`src/rtl/urna_pkg.sv`:
```
// Shared definitions for the multi-candidate ballot box.
package urna_pkg;

  localparam int unsigned MAX_CAND   = 14;
  localparam logic [3:0]  BLANK_CODE = 4'd0;

  typedef enum logic [1:0] {
    FECHADA   = 2'd0,
    AGUARDA   = 2'd1,
    CONFIRMA  = 2'd2,
    ENCERRADA = 2'd3
  } state_t;

endpackage

```
`src/rtl/urna_contador_sat.sv`:
```
// Saturating up-counter; Sat flags an increment request that hit the ceiling.
module urna_contador_sat #(
  parameter int unsigned W = 8
) (
  input  logic         Clock,
  input  logic         ResetN,
  input  logic         Inc,
  output logic [W-1:0] Q,
  output logic         Sat
);

  assign Sat = Inc & (&Q);

  // Count up on Inc, holding once all-ones is reached.
  always_ff @(posedge Clock) begin
    if (!ResetN) Q <= '0;
    else if (Inc && !(&Q)) Q <= Q + 1'b1;
  end

endmodule

```
`src/rtl/urna_multicanal.sv`:
```
// Multi-candidate ballot box: enter/confirm/cancel voting FSM, saturating
// tallies and a sequential winner scan after the election closes.
module urna_multicanal
  import urna_pkg::*;
#(
  parameter int unsigned NUM_CAND = 4,
  parameter int unsigned COUNT_W  = 8,
  parameter int unsigned TOTAL_W  = 12
) (
  input  logic                        Clock,
  input  logic                        ResetN,
  input  logic                        Start,
  input  logic [3:0]                  Digit,
  input  logic                        Valid,
  input  logic                        Confirm,
  input  logic                        Cancel,
  input  logic                        Finish,
  output logic [NUM_CAND*COUNT_W-1:0] Counts,
  output logic [COUNT_W-1:0]          Blank,
  output logic [COUNT_W-1:0]          Nulo,
  output logic [TOTAL_W-1:0]          Total,
  output logic [3:0]                  Pending,
  output logic                        VoteStatus,
  output logic                        Overflow,
  output logic [1:0]                  State,
  output logic                        Done,
  output logic [3:0]                  Winner,
  output logic                        Tie
);

  state_t state_q, state_d;

  logic accept, latch, drop;
  logic [NUM_CAND-1:0] inc_cand, sat_cand;
  logic inc_blank, inc_nulo, sat_blank, sat_nulo, sat_total;
  logic [COUNT_W-1:0] cnt_q [NUM_CAND];

  logic [3:0]         scan_idx, best_idx;
  logic [COUNT_W-1:0] best_val, scan_cnt;
  logic               tie_q, done_q;

  // State register.
  always_ff @(posedge Clock) begin
    if (!ResetN) state_q <= FECHADA;
    else         state_q <= state_d;
  end

  // Next-state logic; Finish outranks Cancel, which outranks Confirm and Valid.
  always_comb begin
    state_d = state_q;
    case (state_q)
      FECHADA:   if (Finish) state_d = ENCERRADA;
                 else if (Start) state_d = AGUARDA;
      AGUARDA:   if (Finish) state_d = ENCERRADA;
                 else if (Valid) state_d = CONFIRMA;
      CONFIRMA:  if (Finish) state_d = ENCERRADA;
                 else if (Cancel || Confirm) state_d = AGUARDA;
      default:   state_d = ENCERRADA;
    endcase
  end

  // Per-state control strobes for the pending register and the tallies.
  always_comb begin
    accept = 1'b0;
    latch  = 1'b0;
    drop   = 1'b0;
    case (state_q)
      AGUARDA:  latch = Valid & ~Finish;
      CONFIRMA: begin
        if (Finish || Cancel) drop = 1'b1;
        else if (Confirm)     accept = 1'b1;
        else if (Valid)       latch = 1'b1;
      end
      default: ;
    endcase
  end

  // Pending code: latched on Valid, cleared once the vote is resolved.
  always_ff @(posedge Clock) begin
    if (!ResetN)              Pending <= '0;
    else if (latch)           Pending <= Digit;
    else if (drop || accept)  Pending <= '0;
  end

  // Classify the committed code into candidate, blank or null.
  always_comb begin
    for (int unsigned k = 0; k < NUM_CAND; k++)
      inc_cand[k] = accept && (Pending == 4'(k + 1));
    inc_blank = accept && (Pending == BLANK_CODE);
    inc_nulo  = accept && (Pending > 4'(NUM_CAND));
  end

  for (genvar k = 0; k < NUM_CAND; k++) begin : g_cand
    urna_contador_sat #(.W(COUNT_W)) u_cnt (
      .Clock(Clock), .ResetN(ResetN), .Inc(inc_cand[k]),
      .Q(cnt_q[k]), .Sat(sat_cand[k])
    );
    assign Counts[k*COUNT_W +: COUNT_W] = cnt_q[k];
  end

  urna_contador_sat #(.W(COUNT_W)) u_blank (
    .Clock(Clock), .ResetN(ResetN), .Inc(inc_blank), .Q(Blank), .Sat(sat_blank)
  );
  urna_contador_sat #(.W(COUNT_W)) u_nulo (
    .Clock(Clock), .ResetN(ResetN), .Inc(inc_nulo), .Q(Nulo), .Sat(sat_nulo)
  );
  urna_contador_sat #(.W(TOTAL_W)) u_total (
    .Clock(Clock), .ResetN(ResetN), .Inc(accept), .Q(Total), .Sat(sat_total)
  );

  // Acceptance pulse and sticky saturation flag.
  always_ff @(posedge Clock) begin
    if (!ResetN) begin
      VoteStatus <= 1'b0;
      Overflow   <= 1'b0;
    end else begin
      VoteStatus <= accept;
      if (|sat_cand || sat_blank || sat_nulo || sat_total) Overflow <= 1'b1;
    end
  end

  // Select the tally of the candidate currently under scan.
  always_comb begin
    scan_cnt = '0;
    for (int unsigned k = 0; k < NUM_CAND; k++)
      if (scan_idx == 4'(k)) scan_cnt = cnt_q[k];
  end

  // Winner scan: one candidate per cycle, first maximum wins, ties flagged.
  always_ff @(posedge Clock) begin
    if (!ResetN) begin
      scan_idx <= '0;
      best_idx <= '0;
      best_val <= '0;
      tie_q    <= 1'b0;
      done_q   <= 1'b0;
    end else if (state_q == ENCERRADA && !done_q) begin
      if (scan_cnt > best_val) begin
        best_val <= scan_cnt;
        best_idx <= scan_idx;
        tie_q    <= 1'b0;
      end else if (scan_cnt == best_val && best_val != '0) begin
        tie_q <= 1'b1;
      end
      if (scan_idx == 4'(NUM_CAND - 1)) done_q <= 1'b1;
      scan_idx <= scan_idx + 4'd1;
    end
  end

  assign State  = state_q;
  assign Done   = done_q;
  assign Winner = (done_q && best_val != '0) ? best_idx + 4'd1 : '0;
  assign Tie    = done_q & tie_q;

endmodule

```
`config.mk`:
```
export PLATFORM = sky130hd
export DESIGN_NAME = urna_multicanal
export DESIGN_NICKNAME = d
export VERILOG_FILES = /design/src/rtl/urna_pkg.sv /design/src/rtl/urna_contador_sat.sv /design/src/rtl/urna_multicanal.sv
export SDC_FILE = /design/constraint.sdc
export NUM_CORES = 1
export LEC_CHECK = 0
export CAP_MARGIN = 10
export CORE_ASPECT_RATIO = 1.25
export CORE_UTILIZATION = 50
export DETAILED_ROUTE_END_ITERATION = 16
export PLACE_DENSITY = 0.75
export SLEW_MARGIN = 5
export SYNTH_ARGS = -nofsm -noshare
export SYNTH_HDL_FRONTEND = slang
export SYNTH_SLANG_ARGS = --single-unit
```
`constraint.sdc`:
```
create_clock -name Clock -period 3.3 [get_ports Clock]
set_clock_uncertainty 0.1 [all_clocks]
set_input_delay 0.66 -clock Clock [delete_from_list [all_inputs] [get_ports Clock]]
set_output_delay 0.66 -clock Clock [all_outputs]
set_load 0.005 [all_outputs]
```
==> impl_summary.log <==
[metrics] outcome: complete, no violations
[metrics] count of warnings emitted by yosys: 0
[metrics] sum of negative setup slack: 0 ns
[metrics] class of the tightest hold or removal check: register to register
[metrics] fraction of the yosys area taken by sequential cells: 0.375
[metrics] number of endpoints with negative hold slack in the final report: 0
[metrics] reported leakage power: 2.00 nW
[metrics] delay-heaviest family, CP: compound AO/OA/AOI/OAI gates
[metrics] PwrDens: 364 mW/mm^2
[metrics] root buf cell: sky130_fd_sc_hd__clkbuf_8
[metrics] total number of vias: 4318
[metrics] number of CTS-inserted buffers: 9
[metrics] Top-Level Pins: 85
[metrics] cell with the largest stage delay on the worst path: sky130_fd_sc_hd__dfxtp_2
[metrics] commonest register cell after synthesis: sky130_fd_sc_hd__dfxtp_1
[metrics] Register-to-Register Setup Slack: 0.12 ns
[metrics] fraction of registers with async set or reset after synthesis: 0
[metrics] Longest Clk Path Bufs: 2
[metrics] number of hold buffers added after cts: 0
[metrics] HPWL Detailed: between 8 and 9 mm
[metrics] number of DRC markers after the initial detailed-route iteration: about 150
[metrics] cells along the critical path: inv_1 -> ha_1 -> nor4b_4 -> buf_4 -> a221oi_1 -> o31ai_1 -> ha_1 -> nand4_1 -> nor2_1 -> a2111o_1 -> buf_12 -> a311oi_1
[metrics] clock tree from TritonCTS: done
[metrics] Tmin final: 3.18 ns
[metrics] number of H-tree branching levels: 3
[metrics] number of nets in the synthesized netlist: 589
[metrics] buffers plus inverters on the worst setup path: 3
[metrics] vias per std cell: 5.64
[metrics] count of input and output buffers: 84
[metrics] Max VDD drop: 0.248 mV
[metrics] count of nets left with antenna violations after detail routing: 0
[metrics] Tot GR Track Use: 0.256
[metrics] Worst slew margin: 0.449
[metrics] # diodes: 0
[metrics] category of the critical setup timing path: register to register
[metrics] Die Span X: slightly below 90 um
[metrics] die area: about 0.0096 sq mm
[metrics] Cell Area, Synth: 0.00459 sq mm
[metrics] core region area: approximately 0.009 sq mm
[metrics] required time worst endpoint: 3.46 ns
[metrics] CTS clk-pin slew, worst paths: 0.08 ns
[metrics] RR Startpoint: scan_idx[1]$_SDFFE_PN0P_
[metrics] number of enable flip-flop cells after synthesis: 0
[metrics] CTS Sinks: between 80 and 90
[metrics] Post-Place Cell Area: 0.00559 sq mm
[metrics] sort of element at the end of the critical path: register
[metrics] share of post-route cells with drive strength above 1: 0.0853
[metrics] first-pass GRT wire length: 19.1 mm
[metrics] hold depth: 2
[metrics] Gate Count Post-Synth: between 500 and 600
[metrics] most prevalent standard cell on the critical path: sky130_fd_sc_hd__ha_1
[metrics] worst path arrival time: ~3.3 ns
[metrics] syn_area_per_cell: 8.28 sq um
[metrics] wire length per cell after detailed routing: roughly 15 um
[metrics] drt drc: 0
[metrics] vertical die dimension: 109 um
[metrics] # Max-Cap Violations: 0
[metrics] final routed wirelength across all metal layers: 11.7 mm
[metrics] via count of the first global-routing pass: 4040
[metrics] GRT overflow: 0
[metrics] critical hold path startpoint: tie_q$_SDFFE_PN0P_
[metrics] pin count of the biggest net entering global routing: 63
[metrics] post-route design area: ~0.006 sq mm
[metrics] clock latency reported for the late side of the worst-skew pair: between 0.3 and 0.4 ns
[metrics] number of nets in the final layout: 675
[metrics] number of rows in the core area: 38
[metrics] Peak Freq: 0.314 GHz
[metrics] final RePlAce weighted congestion: 0.852
[metrics] Worst setup SP type: register
[metrics] Initial Utilization: 0.521
[metrics] critical path's largest stage delay: 0.38 ns
[metrics] Worst Hold End: tie_q$_SDFFE_PN0P_
[metrics] number of cells traversed by the worst register-to-register path: 12
[metrics] total setup violations reported at the end of the flow: 0
[metrics] first drt pass iteration count: 5
[metrics] terminus of the critical flop-to-flop path: best_val[3]$_SDFFE_PN0P_
[metrics] count of distinct cell types in the synthesized netlist: 51
[metrics] slew at the pin closest to its max-slew limit: 0.821 ns
[metrics] share of the cycle needed by the critical path after routing: 0.965
[metrics] Yosys reg bits: 86
[metrics] number of pins with negative max-slew slack in the final report: 0
[metrics] total power after layout: 0.00214 W
[metrics] largest fanout of any net on the critical path: 20
[metrics] Synth-to-Final Area Change: 27.7%
[metrics] antenna violations before repair: 0
## cells in the final DEF (no fill, tap or decap), types with 7 or more instances in the layout
master	instances
sky130_fd_sc_hd__a211oi_1	7
sky130_fd_sc_hd__a21oi_1	36
sky130_fd_sc_hd__a311oi_1	7
sky130_fd_sc_hd__buf_4	10
sky130_fd_sc_hd__clkbuf_8	12
sky130_fd_sc_hd__clkdlybuf4s50_1	84
sky130_fd_sc_hd__dfxtp_1	84
sky130_fd_sc_hd__ha_1	24
sky130_fd_sc_hd__inv_1	20
sky130_fd_sc_hd__nand2_1	37
sky130_fd_sc_hd__nand3_1	31
sky130_fd_sc_hd__nand4_1	14
sky130_fd_sc_hd__nor2_1	82
sky130_fd_sc_hd__nor3_1	27
sky130_fd_sc_hd__nor4_1	12
sky130_fd_sc_hd__o21ai_0	17
sky130_fd_sc_hd__xnor2_1	35
sky130_fd_sc_hd__xor2_1	9
## state kept, by name, summed over array words and instances, names as in the netlist
name,count
Overflow,1
u_nulo.Q,8
tie_q,1
Pending,4
State,2
g_cand.u_cnt.Q,32
best_idx,4
Done,1
scan_idx,4
u_total.Q,12
best_val,8
u_blank.Q,8
VoteStatus,1
## how the worst max path moves through the flow
stage | startpoint | endpoint | slack, ns | cells past startpoint
2_1_floorplan | scan_idx[1]$_SDFFE_PN0P_ | best_val[0]$_SDFFE_PN0P_ | 0.28 | 11
3_3_place_gp | scan_idx[1]$_SDFFE_PN0P_ | best_val[7]$_SDFFE_PN0P_ | 0.15 | 12
3_5_place_dp | scan_idx[1]$_SDFFE_PN0P_ | best_val[3]$_SDFFE_PN0P_ | 0.01 | 12
4_1_cts | scan_idx[1]$_SDFFE_PN0P_ | best_val[3]$_SDFFE_PN0P_ | 0.004 | 12
5_1_grt | scan_idx[1]$_SDFFE_PN0P_ | best_val[5]$_SDFFE_PN0P_ | -0.04 | 12
6_report | scan_idx[1]$_SDFFE_PN0P_ | best_val[3]$_SDFFE_PN0P_ | 0.12 | 12
## worst min-delay path, stage by stage, from the launching register on
cell and delay [ns]:
sky130_fd_sc_hd__dfxtp_1 0.32, sky130_fd_sc_hd__nand3_1 0.06, sky130_fd_sc_hd__a21oi_1 0.05
## logic make-up after synthesis
logic type | synth area share
fa+ha+maj | 0.0655
simple gates | 0.295
compound gates | 0.140
mux | 0.00436
flops | 0.375
buf+inv | 0.0357
xor+xnor | 0.0840
## synthesized netlist by cell type (all sizes together) (5+ instances only)
library cell	number	area, sq um
dfxtp	86	1720
ha	24	300
nor2	82	308
a311oi	7	61.3
nor4	13	96.3
o31ai	10	75.1
xnor2	35	307
o21ai	18	90.1
nor3b	7	67.6
and3	5	31.3
nor4b	6	67.6
a211oi	7	52.6
or3	6	37.5
nand4	14	87.6
xor2	9	78.8
buf	5	25.0
a221oi	8	70.1
clkbuf	16	60.1
nand2	38	150
inv	21	78.8
nor2b	5	31.3
a21oi	36	180
nor3	27	135
nand3	33	170
## repair_timing
action,in CTS,in global routing
setup buffers,0,3
pin swaps,1,6
endpoints found under the setup margin,1,13
resized for setup,0,15
## report_power, final
group          switching, W  internal [W]  leakage, nW
combinational      0.000193      0.000149         1.20
clock              0.000368      0.000330        0.102
sequential        0.0000307       0.00106        0.694
total              0.000592       0.00154         2.00
## metrics by stage
stage / instances / util / hold WS [ns] / setup slack, ns
after floorplan: 554 / - / 0.339 / 0.277
after global placement: 746 / 0.635 / 0.374 / 0.155
after detailed placement: 746 / 0.635 / 0.368 / 0.0105
after CTS: 762 / 0.656 / 0.381 / 0.00356
after global routing: 765 / 0.666 / 0.426 / -0.0394
final: 765 / 0.666 / 0.377 / 0.115
## layout make-up
type,count,area (sq um)
Fill cell,766,2940
Sequential cell,86,1720
Clock buffer,12,165
Inverter,21,78.8
Clock inverter,4,20.0
Tap cell,120,150
Multi-Input combinational cell,426,2770
Timing Repair Buffer,96,956
## routing by layer
layer | GRT usage | vias up | share of wire
met4 | 0.125 | 0 | 0.032
li1 | - | 2159 | -
met5 | 0 | - | 0
met2 | 0.437 | 102 | 0.50
met1 | 0.313 | 2021 | 0.43
met3 | 0.0394 | 36 | 0.041
Note: power is estimated with default switching activity, not from simulation.
